===== src/rtl/seg7_scan_encoder.sv =====
// Samples a scanned one-hot-anode 7-segment bus, captures each digit once it is stable,
// and presents the decoded frame over valid/ready. Define SEG7_HEX_EN to accept A..F glyphs.
module seg7_scan_encoder #(
  parameter int DIGITS        = 4,
  parameter int STABLE_CYCLES = 4
) (
  input  logic                  clk,
  input  logic                  reset,
  input  logic [6:0]            seg_in,
  input  logic [DIGITS-1:0]     an_in,
  output logic [4*DIGITS-1:0]   bcd_out,
  output logic [DIGITS-1:0]     err_out,
  output logic                  valid,
  input  logic                  ready
);

  // Handshake: a frame transfers on a rising edge where valid && ready; valid then
  // drops on that edge and the frame contents stay frozen while valid is high.

  typedef enum logic {COLLECT = 1'b0, PRESENT = 1'b1} state_t;

  localparam logic [7:0] STABLE = 8'(STABLE_CYCLES);

  state_t              state, state_next;
  logic [6:0]          s_seg;
  logic [DIGITS-1:0]   s_an;
  logic [7:0]          count, count_next;
  logic [DIGITS-1:0]   captured;
  logic [DIGITS-1:0]   hit;
  logic [3:0]          dec_code;
  logic                dec_err;

  function automatic logic [4:0] decode(input logic [6:0] seg);
    logic [4:0] r;
    r = 5'b1_0000;
    case (seg)
      7'h7E: r = 5'h00;
      7'h30: r = 5'h01;
      7'h6D: r = 5'h02;
      7'h79: r = 5'h03;
      7'h33: r = 5'h04;
      7'h5B: r = 5'h05;
      7'h5F: r = 5'h06;
      7'h70: r = 5'h07;
      7'h7F: r = 5'h08;
      7'h7B: r = 5'h09;
`ifdef SEG7_HEX_EN
      7'h77: r = 5'h0A;
      7'h1F: r = 5'h0B;
      7'h4E: r = 5'h0C;
      7'h3D: r = 5'h0D;
      7'h4F: r = 5'h0E;
      7'h47: r = 5'h0F;
`else
`endif
      default: r = 5'b1_0000;
    endcase
    return r;
  endfunction

  // The counter tracks the value being registered this edge against the one already
  // held, so it reaches STABLE_CYCLES after that many identical registered samples.
  always_comb begin
    count_next = 8'd0;
    if (!$onehot(an_in))
      count_next = 8'd0;
    else if (seg_in == s_seg && an_in == s_an)
      count_next = (count >= STABLE) ? STABLE : count + 8'd1;
    else
      count_next = 8'd1;
  end

  always_comb begin
    {dec_err, dec_code} = decode(s_seg);
    hit = '0;
    if (state == COLLECT && count == STABLE)
      hit = s_an & ~captured;
  end

  // State register plus the datapath it governs.
  always_ff @(posedge clk) begin
    if (!reset) begin
      state    <= COLLECT;
      s_seg    <= '0;
      s_an     <= '0;
      count    <= '0;
      captured <= '0;
      bcd_out  <= '0;
      err_out  <= '0;
    end else begin
      state <= state_next;
      s_seg <= seg_in;
      s_an  <= an_in;
      count <= count_next;
      if (state == COLLECT) begin
        captured <= captured | hit;
        for (int i = 0; i < DIGITS; i++) begin
          if (hit[i]) begin
            bcd_out[4*i +: 4] <= dec_code;
            err_out[i]        <= dec_err;
          end
        end
      end else if (ready) begin
        captured <= '0;
      end
    end
  end

  always_comb begin
    state_next = state;
    case (state)
      COLLECT: if (&captured) state_next = PRESENT;
      PRESENT: if (ready)     state_next = COLLECT;
      default: state_next = COLLECT;
    endcase
  end

  always_comb begin
    valid = (state == PRESENT);
  end

endmodule


===== config.mk =====
export PLATFORM = sky130hd
export DESIGN_NAME = seg7_scan_encoder
export DESIGN_NICKNAME = d
export VERILOG_FILES = /design/src/rtl/seg7_scan_encoder.sv
export SDC_FILE = /design/constraint.sdc
export NUM_CORES = 1
export LEC_CHECK = 0
export CELL_PAD_IN_SITES_DETAIL_PLACEMENT = 1
export CELL_PAD_IN_SITES_GLOBAL_PLACEMENT = 2
export CORE_MARGIN = 2
export CORE_UTILIZATION = 29
export CTS_CLUSTER_SIZE = 12
export DETAILED_ROUTE_END_ITERATION = 7
export PLACE_DENSITY_LB_ADDON = 0.1
export SETUP_SLACK_MARGIN = 0.2
export SLEW_MARGIN = 25
export SYNTH_ARGS = -nofsm -noshare
export SYNTH_HDL_FRONTEND = slang
export SYNTH_SLANG_ARGS = --single-unit

===== constraint.sdc =====
create_clock -name clk -period 2.25 [get_ports clk]
set_input_delay 0.45 -clock clk [delete_from_list [all_inputs] [get_ports clk]]
set_output_delay 0.45 -clock clk [all_outputs]
set_load 0.02 [all_outputs]

Word-level counts from Yosys, hierarchy flattened --
Cells that the tools add are included.
Cells by class: shift operators 0, multipliers 0, order comparisons 1, eq/ne operators 15, bitwise operators 7, reduce and logical (&&, ||, !) cells 10, multiplexer cells 9, div/mod/pow operators 0, $add $sub $neg 4
Operator list (number):
- 7-bit equality test, second input constant | 8
- 5-bit case mux with 10 select lines | 1
- 7-bit by 6-bit equality test with 1-bit output, second input constant | 2
- 4-bit two-way mux | 3
- 2-bit AND reduction | 5
- 8-bit by 1-bit adder with 8-bit output, second input constant | 1
- 8-bit by 3-bit equality test with 1-bit output, second input constant | 1
- 8-bit by 3-bit >= comparator with 1-bit output, second input constant | 1
- 7-bit equality test | 1
- 1-bit by 1-bit adder with 2-bit output | 2
- 4-bit bitwise AND | 1
- 4-bit equality test | 1
- 1-bit inverter | 4
- 4-bit inverter | 1
- 4-bit bitwise OR | 1
- 4-bit AND reduction | 1
- 4-bit OR reduction | 1
- 2-bit by 2-bit adder with 3-bit output | 1
- 3-bit by 1-bit equality test with 1-bit output, second input constant | 1
- 1-bit two-way mux | 3
- 3-bit two-way mux | 1
- 3-bit AND reduction | 1
- 1-bit logical AND | 2
- 2-bit != test, second input constant | 1
- 1-bit case mux with 2 select lines | 1
Storage, ports and cells: latch bits 0, input bits 14, logic and storage cells 61, register bits 44, memories 0, output and inout port bits 21, bits in read-only memories 0, RAM bits 0

Longest topological paths before layout --
Gate-level depths: netlist (run 1).
word-level depth 5, mapped depth 8, mapped depth without buffers 8

Least setup slack after synthesis (run 1) --
No wires, ideal clock.
path type input -> register, start point in an_in[0], end point reg count[1], path buffers 0, setup time 0.060 ns, setup slack 0.061 ns, data arrival time 2.129 ns, data required time 2.190 ns, stages on the path 8, path through inv_1 fa_1 inv_1 ha_1 ha_1 nand4bb_1 nor4_1 and3_1
On the way: cells in the longest elaborated chain, start to end 5, elaborated cells on any way between the ends 8, those cells by class add/sub: 2; eq/ne: 2; bitwise: 2; reduce/logical: 2
Ends and longest elaborated chain:
- start: declaration | RTL line 10 | input logic [DIGITS-1:0] an_in,
- 1-bit by 1-bit adder with 2-bit output (not written as such) | RTL line 65 | if (!$onehot(an_in))
- 2-bit by 2-bit adder with 3-bit output (not written as such) | RTL line 65
- 3-bit by 1-bit equality test with 1-bit output | RTL line 65
- 1-bit inverter (no source line)
- 4-bit OR reduction (no source line) *
- end signal: assignment | RTL line 94 | count <= count_next;
- end: declaration | RTL line 27 | logic [7:0] count, count_next;
Mark *: on every way between the ends. The rest lies on a longest branch, timed or not. A chain may end at the register's enable or synchronous reset.

Worst setup path after layout (run 1) --
Ends and elaborated chain as after synthesis.

==> flow_summary.yaml, run 1 <==
layout:
  layout_commonest_cell: "sky130_fd_sc_hd__dfxtp_1"
  layout-drive-gt1-share_pct: 12.7
  final_cell_count_no_fill: 332
  antenna_cells_inserted: 0
  highest_count_cells_in_the_layout_ignoring_fill_and_taps: "sky130_fd_sc_hd__dfxtp_1, sky130_fd_sc_hd__clkdlybuf4s50_1, sky130_fd_sc_hd__and2_1"
  fillCellCount: 775
  finish.net_count: 270
  area_delta_synth_final_pct: 29.3
run_status:
  run_status: "finished clean"
yosys:
  postSynthAreaPerCell_um2: 9.51
  synthXorXnorAreaFrac_pct: 5.29
  yosys.area.top_type: "sky130_fd_sc_hd__dfxtp_1"
  largest_family_of_logic_cells_by_synthesized_area: "simple AND/OR/NAND/NOR gates"
  arithmetic_cell_share_of_the_synthesized_area_counting_full_adders_half_adders_and_majority_gates_pct: 3.53
  yosys-mux-area-fraction_pct: 0.504
  synth_enable_flop_cells: 0
  synth_flop_cell: "sky130_fd_sc_hd__dfxtp_1"
  synth-async-reset-ratio_pct: 0
  synth_compound_gate_area_share_pct: 13.8
  synth-simple-area-share_pct: 27.3
  synth_cell_type_count: 48
  synth_area_um2: 1990
  yosys_warnings: 0
  synthDominantCellAreaShare_pct: 44.3
  synth.yosys.seq_area_share_pct: 44.3
  postSynthRegisterBits: 44
  netlist_instances: 209
  yosys-top-cells-area: "sky130_fd_sc_hd__dfxtp_1, sky130_fd_sc_hd__and2_1, sky130_fd_sc_hd__xnor2_1, sky130_fd_sc_hd__nand4_1, sky130_fd_sc_hd__nand3_1"
critical_path:
  crit-reg2reg-capture: "bcd_out[5]"
  rrSetupSlack_ns: 0.45
  setup.worst_path.class: "in2reg"
  critPathLaunchType: "primary input"
  timing.critical_path.required_ns: 2.49
  launching_instance_or_port_of_the_critical_path: "an_in[0]"
  worst_setup_ep: "count[1]"
  timing.rr.start: "count[0]"
  reg2reg_path_depth: 6
  crit_path_max_fanout: 2
  worstSetupEndpointType: "flip-flop"
  cp_data_arrival_time_ns: 2.15
global_routing:
  global_route.usage.met1_pct: 20.4
  initial_antenna_violation_count: 0
  grtUsageMet3_pct: 2.86
  grt_first_pass_wirelength_um: 8420
  use_met2_pct: 23.1
  busiest_layer: "met2"
  grt_max_degree: 19
  grt_pass1_vias: 1644
  grt_remaining_overflow: 0
  grt_use_total_pct: 14.6
route:
  drt_drc_violations_left: 0
  routed_via_density: 4.91
  totalWireLength_um: 5130
  detail_route.wl_per_cell_um: 15.5
  route.antenna.remaining_nets: 0
  detailedRoute.firstIterationViolations: 56
  initial_drt_pass_iterations: 4
  routed-via-count: 1631
clock_tree:
  cts.sink_count: 44
  clock_path_buffers: 2
  root_buffer_selected_by_cts: "sky130_fd_sc_hd__clkbuf_8"
  cts_buffers: 5
  ctsHtreeMaxLevel: 2
  cts-hold-fix-buffers: 0
  cts.clk_slew.worst_paths_ns: 0.09
  cts_tree: "built"
  insertion_delay_ns: 0.30
sta:
  clock.fmax_mhz: 524
  totalNegativeSetupSlack_ns: 0
  finalHoldViolations: 0
  final.setup_skew_ns: 0.00686
  report.final.slew_viol_count: 0
  min_period_over_period_pct: 84.8
  max_slew.worst_pin.slew_ns: 0.568
  final_period_minus_worst_setup_slack_ns: 1.91
  postLayoutSetupSlackWorst_ns: 0.343
  setup_viol_count_final: 0
  worst_slew_margin_rel_pct: 62.0
  worst_hold_slack_ns: 0.449
  rsz_0062_raised_after_global_routing: "false"
placement:
  place_worst_setup_slack_ns: -0.535
  numPortBuffers: 34
  placed_cells_incl_taps: 324
  dpl.hpwl_um: 3840
  gp_congestion: 0.719
floorplan:
  die_area_um2: 7530
  design.portCount: 35
  die_height_um: 86.8
  chipWidth_um: 86.8
  core_area_um2: 6720
  placementRows: 30
  floorplan.initialDensity_pct: 29.6
power:
  p_total_mw: 1.50
  ir_drop_v: 0.000213
  p_leak_nw: 0.944
  power_per_cell_area_nw_per_um2: 584
flow_run:
  max_cap_viol_count: 0
hold_path:
  worst_hold_path_type: "reg2reg"
==> power breakdown <==
group / leakage (nW) / internal [mW] / switching [mW] / total [mW]
clock: 0.0434 / 0.249 / 0.291 / 0.540
combinational: 0.542 / 0.0775 / 0.0646 / 0.142
sequential: 0.359 / 0.796 / 0.0239 / 0.819
total: 0.944 / 1.12 / 0.380 / 1.50
==> metrics by stage <==
stage / utilization (%) / area (µm²)
floorplan: - / 2010
global placement: 36.3 / 2440
detailed placement: 36.3 / 2440
CTS: 38.0 / 2550
global route: 38.2 / 2570
finish: 38.2 / 2570
==> per-layer routing <==
| metal | up-vias | routed length [µm] | share of wire, % |
|---|---|---|---|
| met4 | 0 | 23 | 0.45 |
| met5 | - | 0 | 0 |
| met1 | 775 | 2590 | 50 |
| li1 | 830 | - | - |
| met3 | 2 | 133 | 2.6 |
| met2 | 24 | 2380 | 46 |
==> worst max-delay path, cell delays in order <==
cell and delay (ns):
sky130_fd_sc_hd__clkdlybuf4s15_2 0.19, sky130_fd_sc_hd__inv_2 0.04, sky130_fd_sc_hd__fa_1 0.49, sky130_fd_sc_hd__inv_1 0.04, sky130_fd_sc_hd__ha_2 0.17, sky130_fd_sc_hd__ha_4 0.20, sky130_fd_sc_hd__nand4bb_4 0.19, sky130_fd_sc_hd__nor4_2 0.18
sky130_fd_sc_hd__and3_1 0.19
==> kinds of logic (layout without fill, tap and decap cells) <==
| logic type | Yosys count | count (layout) |
|---|---|---|
| adders and majority gates | 5 | 5 |
| muxes | 1 | 1 |
| buffers and inverters | 19 | 58 |
| and+or+nand+nor | 89 | 89 |
| other | 1 | 5 |
| xor gates and xnor gates | 12 | 12 |
| AOI/OAI and AO/OA | 38 | 38 |
| DFF | 44 | 44 |
==> worst min path at each step <==
stage          depth (start not counted)         from          end
2_1_floorplan                          1     count[2]     count[2]
3_3_place_gp                           2  bcd_out[11]  bcd_out[11]
3_5_place_dp                           2   bcd_out[3]   bcd_out[3]
4_1_cts                                2   bcd_out[3]   bcd_out[3]
5_1_grt                                2   bcd_out[3]   bcd_out[3]
6_report                               2   bcd_out[3]   bcd_out[3]
==> sequential cells by signal, indices dropped and copies added (netlist names) <==
register	count
bcd_out	16
count	8
err_out	4
captured	4
s_seg	7
valid	1
s_an	4
==> synthesized netlist by cell type (all sizes together) (2+ instances only) <==
library cell,n
and4,4
a21boi,4
a31oi,4
nand4,11
nand3,12
buf,7
and2b,2
xnor2,11
nand2,15
clkbuf,5
inv,7
nor2,4
ha,4
o21ai,14
nor3,3
and3b,2
nand4b,2
o221a,4
and2,16
nor2b,8
dfxtp,44
and3,4
a22oi,4
==> what timing repair did <==
action	4_1_cts	5_1_grt
hold endpoints to repair	0	0
setup endpoints to repair	3	2
pin swaps	4	2
resized for setup	13	1
buffers inserted	0	0
==> area by class of cell <==
class	instances	area [µm²]	share of cell area, %
well taps	80	100	3.89
flip-flops and latches	44	881	34.3
repair buffers	43	405	15.8
clock inverters	2	15.0	0.584
inverters	7	28.8	1.12
clock buffers	6	82.6	3.21
multi-input cells	150	1060	41.1
No activity file was read; power rests on OpenSTA's default activity.
==> inputs of run 2 (changes only) <==
--- a/config.mk
+++ b/config.mk
@@ -8,7 +8,7 @@
 export CELL_PAD_IN_SITES_DETAIL_PLACEMENT = 1
 export CELL_PAD_IN_SITES_GLOBAL_PLACEMENT = 2
 export CORE_MARGIN = 2
-export CORE_UTILIZATION = 29
+export CORE_UTILIZATION = 32
 export CTS_CLUSTER_SIZE = 12
 export DETAILED_ROUTE_END_ITERATION = 7
 export PLACE_DENSITY_LB_ADDON = 0.1
==> constraint.sdc (replaced) <==
create_clock -name clk -period 1.9 [get_ports clk]
set_input_delay 0.38 -clock clk [delete_from_list [all_inputs] [get_ports clk]]
set_output_delay 0.38 -clock clk [all_outputs]
set_load 0.02 [all_outputs]
==> flow_summary.yaml, run 2 (synthesis results as in run 1) <==
run_status:
  run_status: "finished clean"
floorplan:
  floorplan.initialDensity_pct: 33.4
  chipWidth_um: 82.8
  design.portCount: 35
  die_height_um: 82.8
  core_area_um2: 5960
  die_area_um2: 6860
  placementRows: 28
critical_path:
  worstSetupEndpointType: "flip-flop"
  cpMaxStageDelayCell: "sky130_fd_sc_hd__fa_1"
  crit_path_max_fanout: 2
  timing.critical_path.depth: 10
  path_delay_family: "adder cells"
  max_stage_delay_ns: 0.53
  setup.worst_path.class: "in2reg"
  timing.critical_path.required_ns: 2.12
  cp_data_arrival_time_ns: 2.01
  reg2reg_path_depth: 4
  critPathLaunchType: "primary input"
  crit_path_cell_trace: "buf_8 -> inv_4 -> fa_1 -> inv_1 -> ha_2 -> ha_4 -> nand4bb_4 -> buf_4 -> buf_6 -> a21oi_1"
  crit_buf_inv: 5
clock_tree:
  clock_path_buffers: 2
  cts.clk_slew.worst_paths_ns: 0.08
  insertion_delay_ns: 0.29
  cts.sink_count: 44
  cts_buffers: 5
  root_buffer_selected_by_cts: "sky130_fd_sc_hd__clkbuf_8"
  cts_tree: "built"
  ctsHtreeMaxLevel: 2
placement:
  numPortBuffers: 34
  dpl.hpwl_um: 4210
  placement.cell_area_um2: 2450
  gp_congestion: 0.818
  placed_cells_incl_taps: 321
layout:
  leading_registers_by_flop_count: "bcd_out x16, count x8, s_seg x7"
  register_with_the_most_flip_flops: "bcd_out"
  design_area_um2: 2640
  layout-drive-gt1-share_pct: 16.0
  antenna_cells_inserted: 0
  area_delta_synth_final_pct: 32.7
  highest_count_cells_in_the_layout_ignoring_fill_and_taps: "sky130_fd_sc_hd__dfxtp_1, sky130_fd_sc_hd__clkdlybuf4s50_1, sky130_fd_sc_hd__and2_1"
  largest_register_ff_count: 16
  finish.net_count: 274
  final_cell_count_no_fill: 331
  layout_commonest_cell: "sky130_fd_sc_hd__dfxtp_1"
sta:
  rsz_0062_raised_after_global_routing: "true"
  final.setup_skew_ns: 0.00579
  finalHoldViolations: 0
  totalNegativeSetupSlack_ns: 0
  clock.fmax_mhz: 559
  setup_viol_count_final: 0
  worst_slew_margin_rel_pct: 66.2
  final_period_minus_worst_setup_slack_ns: 1.79
  report.final.slew_viol_count: 0
  min_period_over_period_pct: 94.2
  max_slew.worst_pin.slew_ns: 0.504
power:
  power_per_cell_area_nw_per_um2: 671
  ir_drop_v: 0.000324
  p_leak_nw: 0.998
route:
  drt_drc_violations_left: 0
  detail_route.wl_per_cell_um: 16.5
  totalWireLength_um: 5450
  routed-via-count: 1695
  initial_drt_pass_iterations: 4
  routed_via_density: 5.12
  route.antenna.remaining_nets: 0
  detailedRoute.firstIterationViolations: 74
hold_path:
  hold_path_depth: 3
  worst_hold_path_type: "in2reg"
flow_run:
  max_cap_viol_count: 0
global_routing:
  grt_first_pass_wirelength_um: 8930
  initial_antenna_violation_count: 0
  grt_max_degree: 19
  grt_pass1_vias: 1787
  grt_remaining_overflow: 0
  grt_use_total_pct: 17.3
run 2: cell types whose count changed in the layout (fill, tap and decap cells not counted), sizes merged:
cell	previous run	this run
buf	10	16
clkbuf	6	7
clkdlybuf4s15	2	0
clkdlybuf4s50	31	30
clkinvlp	2	1
dlygate4sd2	0	1
run 2: per-layer routing:
layer  track usage (%)  share of wire [%]
met1              22.2                 46
met2              30.1                 50
met3              2.92                2.2
met4              4.75                1.4
met5                 0                  0
run 2: path summary, 6_finish.rpt:
kind | endpoint | slack [ns] | startpoint
worst max-delay path | count[0] | 0.11 | an_in[1]
worst min-delay path | s_an[1] | 0.40 | an_in[1]
worst max register to register | bcd_out[1] | 0.27 | s_seg[4]
worst min register to register | bcd_out[3] | 0.47 | bcd_out[3]
run 2: final cells by class:
type / count / area, µm²
Clock inverter: 1 / 7.51
Fill cell: 683 / 3320
Multi-Input combinational cell: 150 / 1080
Inverter: 7 / 36.3
Sequential cell: 44 / 883
Clock buffer: 7 / 86.3
Timing Repair Buffer: 47 / 445
Tap cell: 75 / 93.8
run 2: where the power goes:
part           internal (mW)  switching, mW
Combinational          0.105         0.0828
Sequential             0.942         0.0296
Clock                  0.296          0.314
Total                   1.34          0.426
run 2: stage by stage:
stage | power [mW] | setup WS [ns] | hold WS [ns] | util [%]
finish | 1.77 | 0.110 | 0.400 | 44.3
floorplan | 1.07 | -0.0896 | 0.497 | -
CTS | 1.78 | 0.0272 | 0.394 | 43.5
global route | 1.84 | 0.0472 | 0.401 | 44.3
global placement | 1.14 | -0.802 | 0.441 | 41.2
detailed placement | 1.15 | -0.855 | 0.460 | 41.2
run 2: worst register-to-register path, cell delays in order, from the launching register on:
cell and delay [ns]:
sky130_fd_sc_hd__dfxtp_1 0.48, sky130_fd_sc_hd__nor2b_1 0.34, sky130_fd_sc_hd__and3_1 0.25, sky130_fd_sc_hd__a211o_1 0.27, sky130_fd_sc_hd__o221a_1 0.24
run 2: what timing repair did:
item                                    in CTS  in global routing
endpoints found under the setup margin       7                 20
hold buffers                                 0                  0
setup buffers                                0                  2
gates resized for setup                     23                  9
endpoints found under the hold margin        0                  0
pin swaps                                    3                  4
